[src/rtl/instr_encoder_if.sv]
// rtl/instr_encoder_if.sv - field-bundle in / instruction-word out bus for instr_encoder
//
// Purpose: groups the input handshake (decoded fields), the address-clear
// strobe and the output handshake (encoded word plus address) of the encoder.
//
// Signals:
//   in_valid, in_ready           input handshake
//   in_cls, in_alu               instruction class and ALU control code
//   in_rd, in_rs1, in_rs2        register indices
//   in_imm                       signed immediate / byte offset (21 bits)
//   addr_clr                     clear the word-address counter
//   out_valid, out_ready         output handshake
//   out_instr, out_addr, out_err encoded word, its word address, range error
//
// Modports: master drives fields and consumes words; slave is the encoder.

interface instr_encoder_if #(
  parameter int ADDR_W = 8
);
  logic              in_valid;
  logic              in_ready;
  logic [2:0]        in_cls;
  logic [2:0]        in_alu;
  logic [4:0]        in_rd;
  logic [4:0]        in_rs1;
  logic [4:0]        in_rs2;
  logic [20:0]       in_imm;
  logic              addr_clr;
  logic              out_valid;
  logic              out_ready;
  logic [31:0]       out_instr;
  logic [ADDR_W-1:0] out_addr;
  logic              out_err;

  modport master (
    output in_valid, in_cls, in_alu, in_rd, in_rs1, in_rs2, in_imm, addr_clr, out_ready,
    input  in_ready, out_valid, out_instr, out_addr, out_err
  );

  modport slave (
    input  in_valid, in_cls, in_alu, in_rd, in_rs1, in_rs2, in_imm, addr_clr, out_ready,
    output in_ready, out_valid, out_instr, out_addr, out_err
  );
endinterface

[src/rtl/instr_encoder.sv]
// rtl/instr_encoder.sv - sequential RV32I instruction encoder with word-address counter
//
// Purpose: packs decoded fields (class, ALU op, registers, immediate) into a
// 32-bit RV32I word for six classes (R, I-ALU, LW, SW, BEQ, JAL), tags it with
// a wrapping word address and presents it through one pipeline register.
// Reserved classes produce a NOP and still consume an address.
//
// Ports:
//   clk    clock, all state on the rising edge
//   rst_n  synchronous active-low reset
//   bus    instr_encoder_if.slave (field input handshake, addr_clr, word output handshake)
//
// Optional feature: define ENC_RANGE_CHECK_EN to build the immediate range
// check that drives out_err; otherwise out_err is tied to 0.

module instr_encoder #(
  parameter int ADDR_W = 8
) (
  input  logic           clk,
  input  logic           rst_n,
  instr_encoder_if.slave bus
);

  localparam logic [31:0] NOP = 32'h0000_0013;

  localparam logic [6:0] OPC_R    = 7'b0110011;
  localparam logic [6:0] OPC_I    = 7'b0010011;
  localparam logic [6:0] OPC_LW   = 7'b0000011;
  localparam logic [6:0] OPC_SW   = 7'b0100011;
  localparam logic [6:0] OPC_BEQ  = 7'b1100011;
  localparam logic [6:0] OPC_JAL  = 7'b1101111;

  logic              valid_q, valid_d;
  logic [31:0]       instr_q, instr_d;
  logic [ADDR_W-1:0] addr_q, addr_d;
  logic [ADDR_W-1:0] cnt_q, cnt_d;

  logic        in_fire;
  logic        out_fire;
  logic [2:0]  alu_f3;
  logic [6:0]  alu_f7;
  logic [31:0] enc;
  logic [20:0] imm;

  assign imm          = bus.in_imm;
  assign bus.in_ready = !valid_q | bus.out_ready;
  assign in_fire      = bus.in_valid & bus.in_ready;
  assign out_fire     = valid_q & bus.out_ready;

  // ALU code to funct3/funct7; unmapped codes fall back to ADD.
  always_comb begin
    alu_f3 = 3'b000;
    alu_f7 = 7'b0000000;
    case (bus.in_alu)
      3'b001:  alu_f7 = 7'b0100000;
      3'b010:  alu_f3 = 3'b111;
      3'b011:  alu_f3 = 3'b110;
      3'b101:  alu_f3 = 3'b010;
      default: alu_f3 = 3'b000;
    endcase
  end

  // Each class only places the fields its format uses, so unused fields are 0.
  always_comb begin
    enc = NOP;
    case (bus.in_cls)
      3'd0: enc = {alu_f7, bus.in_rs2, bus.in_rs1, alu_f3, bus.in_rd, OPC_R};
      // funct7 is dropped here, which turns SUB into ADDI.
      3'd1: enc = {imm[11:0], bus.in_rs1, alu_f3, bus.in_rd, OPC_I};
      3'd2: enc = {imm[11:0], bus.in_rs1, 3'b010, bus.in_rd, OPC_LW};
      3'd3: enc = {imm[11:5], bus.in_rs2, bus.in_rs1, 3'b010, imm[4:0], OPC_SW};
      3'd4: enc = {imm[12], imm[10:5], bus.in_rs2, bus.in_rs1, 3'b000,
                   imm[4:1], imm[11], OPC_BEQ};
      3'd5: enc = {imm[20], imm[10:1], imm[11], imm[19:12], bus.in_rd, OPC_JAL};
      default: enc = NOP;
    endcase
  end

`ifdef ENC_RANGE_CHECK_EN
  logic err_q, err_d;
  logic enc_err;
  logic fits12;
  logic fits13;

  // A value fits N signed bits when every bit from N-1 upward equals the sign.
  assign fits12 = (&imm[20:11]) | ~(|imm[20:11]);
  assign fits13 = (&imm[20:12]) | ~(|imm[20:12]);

  always_comb begin
    enc_err = 1'b0;
    case (bus.in_cls)
      3'd1, 3'd2, 3'd3: enc_err = !fits12;
      3'd4:             enc_err = !fits13 | imm[0];
      3'd5:             enc_err = imm[0];
      default:          enc_err = 1'b0;
    endcase
  end

  always_comb begin
    err_d = err_q;
    if (in_fire) err_d = enc_err;
  end

  always_ff @(posedge clk) begin
    if (!rst_n) err_q <= 1'b0;
    else        err_q <= err_d;
  end

  assign bus.out_err = err_q;
`else
  logic unused_imm0;
  assign unused_imm0 = imm[0];
  assign bus.out_err = 1'b0;
`endif

  always_comb begin
    valid_d = valid_q;
    instr_d = instr_q;
    addr_d  = addr_q;
    cnt_d   = cnt_q;
    if (out_fire) valid_d = 1'b0;
    // A same-cycle accept overrides the drain, keeping full throughput.
    if (in_fire) begin
      valid_d = 1'b1;
      instr_d = enc;
      addr_d  = bus.addr_clr ? '0 : cnt_q;
    end
    if (bus.addr_clr) cnt_d = in_fire ? ADDR_W'(1) : '0;
    else if (in_fire) cnt_d = cnt_q + ADDR_W'(1);
  end

  always_ff @(posedge clk) begin
    if (!rst_n) begin
      valid_q <= 1'b0;
      instr_q <= NOP;
      addr_q  <= '0;
      cnt_q   <= '0;
    end else begin
      valid_q <= valid_d;
      instr_q <= instr_d;
      addr_q  <= addr_d;
      cnt_q   <= cnt_d;
    end
  end

  assign bus.out_valid = valid_q;
  assign bus.out_instr = instr_q;
  assign bus.out_addr  = addr_q;

endmodule
[src/flat_wrapper.sv]
// flat-port wrapper written by rule: the top's interface ports become plain ports
module instr_encoder_flat 
#(
  parameter int ADDR_W = 8
)
  (clk, rst_n, bus_in_valid, bus_in_cls, bus_in_alu, bus_in_rd, bus_in_rs1, bus_in_rs2, bus_in_imm, bus_addr_clr, bus_out_ready, bus_in_ready, bus_out_valid, bus_out_instr, bus_out_addr, bus_out_err);
  instr_encoder_if #(.ADDR_W(ADDR_W)) bus_i ();
  input  logic clk;
  input  logic rst_n;
  input wire logic [$bits(bus_i.in_valid)-1:0] bus_in_valid;
  input wire logic [$bits(bus_i.in_cls)-1:0] bus_in_cls;
  input wire logic [$bits(bus_i.in_alu)-1:0] bus_in_alu;
  input wire logic [$bits(bus_i.in_rd)-1:0] bus_in_rd;
  input wire logic [$bits(bus_i.in_rs1)-1:0] bus_in_rs1;
  input wire logic [$bits(bus_i.in_rs2)-1:0] bus_in_rs2;
  input wire logic [$bits(bus_i.in_imm)-1:0] bus_in_imm;
  input wire logic [$bits(bus_i.addr_clr)-1:0] bus_addr_clr;
  input wire logic [$bits(bus_i.out_ready)-1:0] bus_out_ready;
  output wire logic [$bits(bus_i.in_ready)-1:0] bus_in_ready;
  output wire logic [$bits(bus_i.out_valid)-1:0] bus_out_valid;
  output wire logic [$bits(bus_i.out_instr)-1:0] bus_out_instr;
  output wire logic [$bits(bus_i.out_addr)-1:0] bus_out_addr;
  output wire logic [$bits(bus_i.out_err)-1:0] bus_out_err;
  assign bus_i.in_valid = bus_in_valid;
  assign bus_i.in_cls = bus_in_cls;
  assign bus_i.in_alu = bus_in_alu;
  assign bus_i.in_rd = bus_in_rd;
  assign bus_i.in_rs1 = bus_in_rs1;
  assign bus_i.in_rs2 = bus_in_rs2;
  assign bus_i.in_imm = bus_in_imm;
  assign bus_i.addr_clr = bus_addr_clr;
  assign bus_i.out_ready = bus_out_ready;
  assign bus_in_ready = bus_i.in_ready;
  assign bus_out_valid = bus_i.out_valid;
  assign bus_out_instr = bus_i.out_instr;
  assign bus_out_addr = bus_i.out_addr;
  assign bus_out_err = bus_i.out_err;
  instr_encoder #(.ADDR_W(ADDR_W)) u_core (.clk(clk), .rst_n(rst_n), .bus(bus_i));
endmodule
[config.mk]
export PLATFORM = sky130hd
export DESIGN_NAME = instr_encoder_flat
export DESIGN_NICKNAME = d
export VERILOG_FILES = /design/src/rtl/instr_encoder_if.sv /design/src/rtl/instr_encoder.sv /design/src/flat_wrapper.sv
export SDC_FILE = /design/constraint.sdc
export NUM_CORES = 1
export LEC_CHECK = 0
export ABC_AREA = 1
export BUFFER_PORTS_ARGS = -buffer_cell sky130_fd_sc_hd__buf_4
export CORE_MARGIN = 2
export CORE_UTILIZATION = 40
export DETAILED_ROUTE_END_ITERATION = 8
export HOLD_SLACK_MARGIN = 0.03
export PLACE_DENSITY = 0.68
export SLEW_MARGIN = 20
export SYNTH_ARGS = -nofsm -noshare
export SYNTH_HDL_FRONTEND = slang
export SYNTH_SLANG_ARGS = --single-unit
[constraint.sdc]
create_clock -name clk -period 1.65 [get_ports clk]
set_input_delay 0.0825 -clock clk [delete_from_list [all_inputs] [get_ports clk]]
set_output_delay 0.0825 -clock clk [all_outputs]
set_load 0.02 [all_outputs]
== Yosys cells after proc, flatten, opt, wreduce, memory -nomap -nowiden ==
Index checks and enable logic that the tools add are counted.

* Bitwise operators: 3
* Shift operators: 0
* Div/mod/pow operators: 0
* $add $sub $neg: 1
* $lt $le $gt $ge: 0
* Reductions and logical operators: 4
* Equal/unequal tests: 9
* Multipliers: 0
* Multiplexer cells: 9

{| class="wikitable"
|+ Operators with widths
! operator !! count
|-
| $pmux W32 S6 || 1
|-
| $mux W8 || 3
|-
| $eq A3 B2 Y1 const B || 4
|-
| $eq A3 B3 Y1 const B || 3
|-
| $pmux W3 S3 || 1
|-
| $add A8 B1 Y8 const B || 1
|-
| $eq A3 B1 Y1 const B || 2
|-
| $mux W6 || 1
|-
| $reduce_bool A2 Y1 || 2
|-
| $logic_not A3 Y1 || 1
|-
| $mux W1 || 3
|-
| $and A1 B1 Y1 || 2
|-
| $logic_not A1 Y1 || 1
|-
| $or A1 B1 Y1 || 1
|}

* Output and inout bits: 43
* ROM bits: 0
* Memory bits (writable): 0
* Bits in latches: 0
* Register bits: 49
* Memories: 0
* Logic and storage cells: 30

== Depth between registers and ports, before layout ==
* Depth in word-level cells: 5
* Gate-level depth with buffers: 10

== Worst setup path after synthesis ==
Ideal clock, no wire load.

* Kind: register -> register
* From: register u_core.valid_q (netlist: u_core.bus.out_valid)
* To: register u_core.instr_q[10] (netlist: u_core.bus.out_instr[10])
* Path buffers: 1
* Cell stages (with the launch flop): 9
* Setup time: 0.113 ns
* Data arrival time: 1.295 ns
* Period minus slack after synthesis: 1.408 ns
* Setup slack: 0.242 ns
* Cell sequence: dfxtp_1 > nand2_2 > nand2_2 > inv_1 > o21ai_1 > nor2_2 > buf_4 > nand2_1 > nand2_1

* Cells in the longest elaborated chain, start to end: 3

{| class="wikitable"
|+ Ends and longest elaborated chain
! what !! line !! text
|-
| start: declaration || instr_encoder.sv:33 || <nowiki>logic valid_q, valid_d;</nowiki>
|-
| start signal: assignment || instr_encoder.sv:139 || <nowiki>valid_q <= valid_d;</nowiki>
|-
| $logic_not A1 Y1 || instr_encoder.sv:46 || <nowiki>assign bus.in_ready = !valid_q | bus.out_ready;</nowiki>
|-
| $or A1 B1 Y1 || instr_encoder.sv:46 ||
|-
| named net bus_in_ready || flat_wrapper.sv:19 || <nowiki>output wire logic [$bits(bus_i.in_ready)-1:0] bus_in_ready;</nowiki>
|-
| $and A1 B1 Y1 || instr_encoder.sv:47 || <nowiki>assign in_fire = bus.in_valid & bus.in_ready;</nowiki>
|-
| end signal: assignment || instr_encoder.sv:140 || <nowiki>instr_q <= instr_d;</nowiki>
|-
| end: declaration || instr_encoder.sv:34 || <nowiki>logic [31:0] instr_q, instr_d;</nowiki>
|}

The timed path passes the listed nets, and every way through them passes these cells.
A chain may end at the register's enable or synchronous reset.

== Worst setup path after layout ==
* From: register u_core.valid_q (netlist: u_core.bus.out_valid)
* To: register u_core.addr_q[2] (netlist: u_core.bus.out_addr[2])

* Cells in the longest elaborated chain, start to end: 3

{| class="wikitable"
|+ Ends and longest elaborated chain
! what !! line !! text
|-
| $logic_not A1 Y1 || instr_encoder.sv:46 ||
|-
| $or A1 B1 Y1 || instr_encoder.sv:46 ||
|-
| $and A1 B1 Y1 || instr_encoder.sv:47 ||
|-
| end signal: assignment || instr_encoder.sv:141 || <nowiki>addr_q <= addr_d;</nowiki>
|-
| end: declaration || instr_encoder.sv:35 || <nowiki>logic [ADDR_W-1:0] addr_q, addr_d;</nowiki>
|}

Every way passes these cells.

==> metrics.cfg <==
[logic_synthesis]
synth_top_area_share = 0.421
ys_types = 26
netlist_area_mm2 = 0.00219
ys_warn_count = 0
netlist_instances = 327
ys_ff_latch = 46
netlist.top_cell.by_area = dfxtp_1
ys_seq_area_frac = 0.421
synth_area_leaders = dfxtp_1 (42%), nand2_1 (18%), nand3_1 (8.0%), a21oi_1 (5.7%), inv_1 (4.6%)
syn_avg_cell_area_um2 = 6.70

[floorplan]
die_y_um = 78.0
num_rows = 26
initial_utilization = 0.421
placeableCoreArea_mm2 = 0.00520
io_pins = 90
die-area_mm2 = 0.00608
fp.dieW_um = 78.0

[cts]
clockBufferDepth = 2
clk_pin_slew_ns = 0.09
cts_resized = 0
hold_buffers = 1
cts_made_buffers = 5
htree_num_levels = 2
cts_setup_buffers = 0
clk_root_buffer_cell = clkbuf_8
cts_sinks = 46
clk_latency_ns = 0.30
cts_tree = yes

[grt]
grt_max_degree = 28
grt_pass1_wl_um = 10000
grt.overflow.total = 0
antenna_found_initial = 0
first_global_vias = 2203
grt_usage = 0.205

[timing]
fin_crit_ns = 1.30
slew_violations = 0
fin_crit_sh = 0.785
finalHoldViolCount = 0
setup_tns_ns = 0
hold_ws_ns = 0.0456
setup_viol = 0
rsz0062_at_grt = no
finClkSkew_ns = 0.00406
fmax_mhz = 772

[setup_path]
crit_path_end_kind = register
required_ns = 1.87
cp-start-kind = register
cp.arrival_ns = 1.51
worst-path-max-fanout = 27
criticalPathCategory = register to register

[layout]
antenna_cells = 0
drive_gt1_frac = 0.267
final_nets = 463
area_delta_synth_final_pct = 37.4
layout.cells.non_filler = 486

[detailed_routing]
wl_um = 5960
drc_errors = 0
avgViaCountPerCell = 4.89
drtAntennaViolNets = 0
wl_met3_um = 337
dr_wl_met2_um = 2790
num_vias = 2377
m1WireLength_um = 2730
detail_route.wl_per_cell_um = 12.3
first_pass_iters = 4
drtIter0Drc = 130
highest_layer = met4

[placement]
place.gp.congestion = 0.880
dpl.cell_count = 477
port_buffers = 86
post-dp-hpwl_um = 4670

[power_and_ir_drop]
ir_drop_mv = 0.370
p_leak_nw = 1.51
total_power_w = 0.00242
p_per_area_mw_per_mm2 = 804

[job]
drv_cap = 0

[outcome]
outcome = completed

[min_path]
hp-class = input port to register

-- where the power goes --
| group | switching [W] | internal (W) |
|---|---|---|
| sequential | 0.0000318 | 0.00116 |
| clock | 0.000416 | 0.000317 |
| combinational | 0.000280 | 0.000212 |
| total | 0.000728 | 0.00169 |
-- sequential cells by signal, indices dropped and copies added (netlist names) --
| signal | flops |
|---|---|
| u_core.bus.out_addr | 8 |
| u_core.bus.out_instr | 29 |
| u_core.bus.out_valid | 1 |
| u_core.cnt_q | 8 |
-- worst max-delay path: stages, from the launching register on --
cell and delay, ns:
dfxtp_1 0.35, nand2_2 0.09, nand2_2 0.07, buf_4 0.27, nand2_1 0.11, inv_1 0.18, nand2_1 0.08, o31ai_1 0.07
-- synthesized netlist by cell type --
master	count
nand2_1	104
nor2_2	2
a22oi_1	5
a31oi_1	2
o22ai_1	2
ha_1	1
nor2_1	26
inv_2	3
buf_4	6
and3_1	1
nor2_4	1
inv_1	27
clkbuf_1	5
o21ai_1	7
nand2_2	2
o31ai_1	1
nand3_1	35
conb_1	2
nor3_1	3
clkinv_1	1
nand3_2	2
dfxtp_1	46
buf_2	3
a21oi_1	25
o21ai_0	9
nand4_1	6
-- cell usage in the layout (no fill, tap or decap), drive strengths merged --
master	netlist	layout
a21oi	25	25
a22oi	5	5
a31oi	2	2
and3	1	1
buf	9	93
clkbuf	5	5
clkinv	1	2
conb	2	3
dfxtp	46	46
dlygate4sd3	0	1
ha	1	1
inv	30	32
nand2	106	106
nand3	37	37
nand4	6	6
nor2	29	29
nor3	3	3
o21ai	16	16
o22ai	2	2
o31ai	1	1
-- metrics by stage --
step                 util  worst slack [ns]  instance area, um2
global route        0.578             0.212                3010
finish              0.578             0.355                3010
CTS                 0.578             0.341                3010
detailed placement  0.557             0.364                2900
floorplan               -             0.242                2190
global placement    0.557             0.420                2900
-- area by class of cell --
cell class,count,area [um2]
Clock inverter,3,28.8
Clock buffer,5,68.8
Tap cell,70,87.6
Sequential cell,46,921
Multi-Input combinational cell,237,1080
Timing Repair Buffer,94,708
Inverter,31,116
Fill cell,508,2200
-- kinds of logic after synthesis --
| group | after synthesis | share of synthesized area |
|---|---|---|
| buffers and inverters | 45 | 0.0891 |
| other | 2 | 0.00343 |
| AO/OA/AOI/OAI | 51 | 0.126 |
| AND/OR/NAND/NOR | 182 | 0.355 |
| adder cells (fa/ha/maj) | 1 | 0.00571 |
| flip-flops | 46 | 0.421 |
-- final timing paths --
| check | start | end | slack (ns) | depth (start not counted) |
|---|---|---|---|---|
| setup reg to reg | u_core.bus.out_valid | u_core.bus.out_addr[2] | 0.35 | 7 |
| setup / recovery | u_core.bus.out_valid | u_core.bus.out_addr[2] | 0.35 | 7 |
| hold / removal | bus_in_imm[8] | u_core.bus.out_instr[28] | 0.05 | 3 |
| hold reg to reg | u_core.bus.out_instr[30] | u_core.bus.out_instr[30] | 0.46 | 2 |
-- routing by layer --
metal  global-route usage  up-vias
li1                     -     1233
met1                0.264     1061
met4               0.0667        0
met5                    0        -
met2                0.341       72
met3               0.0419       11
Power figures use the tool's default switching activity.
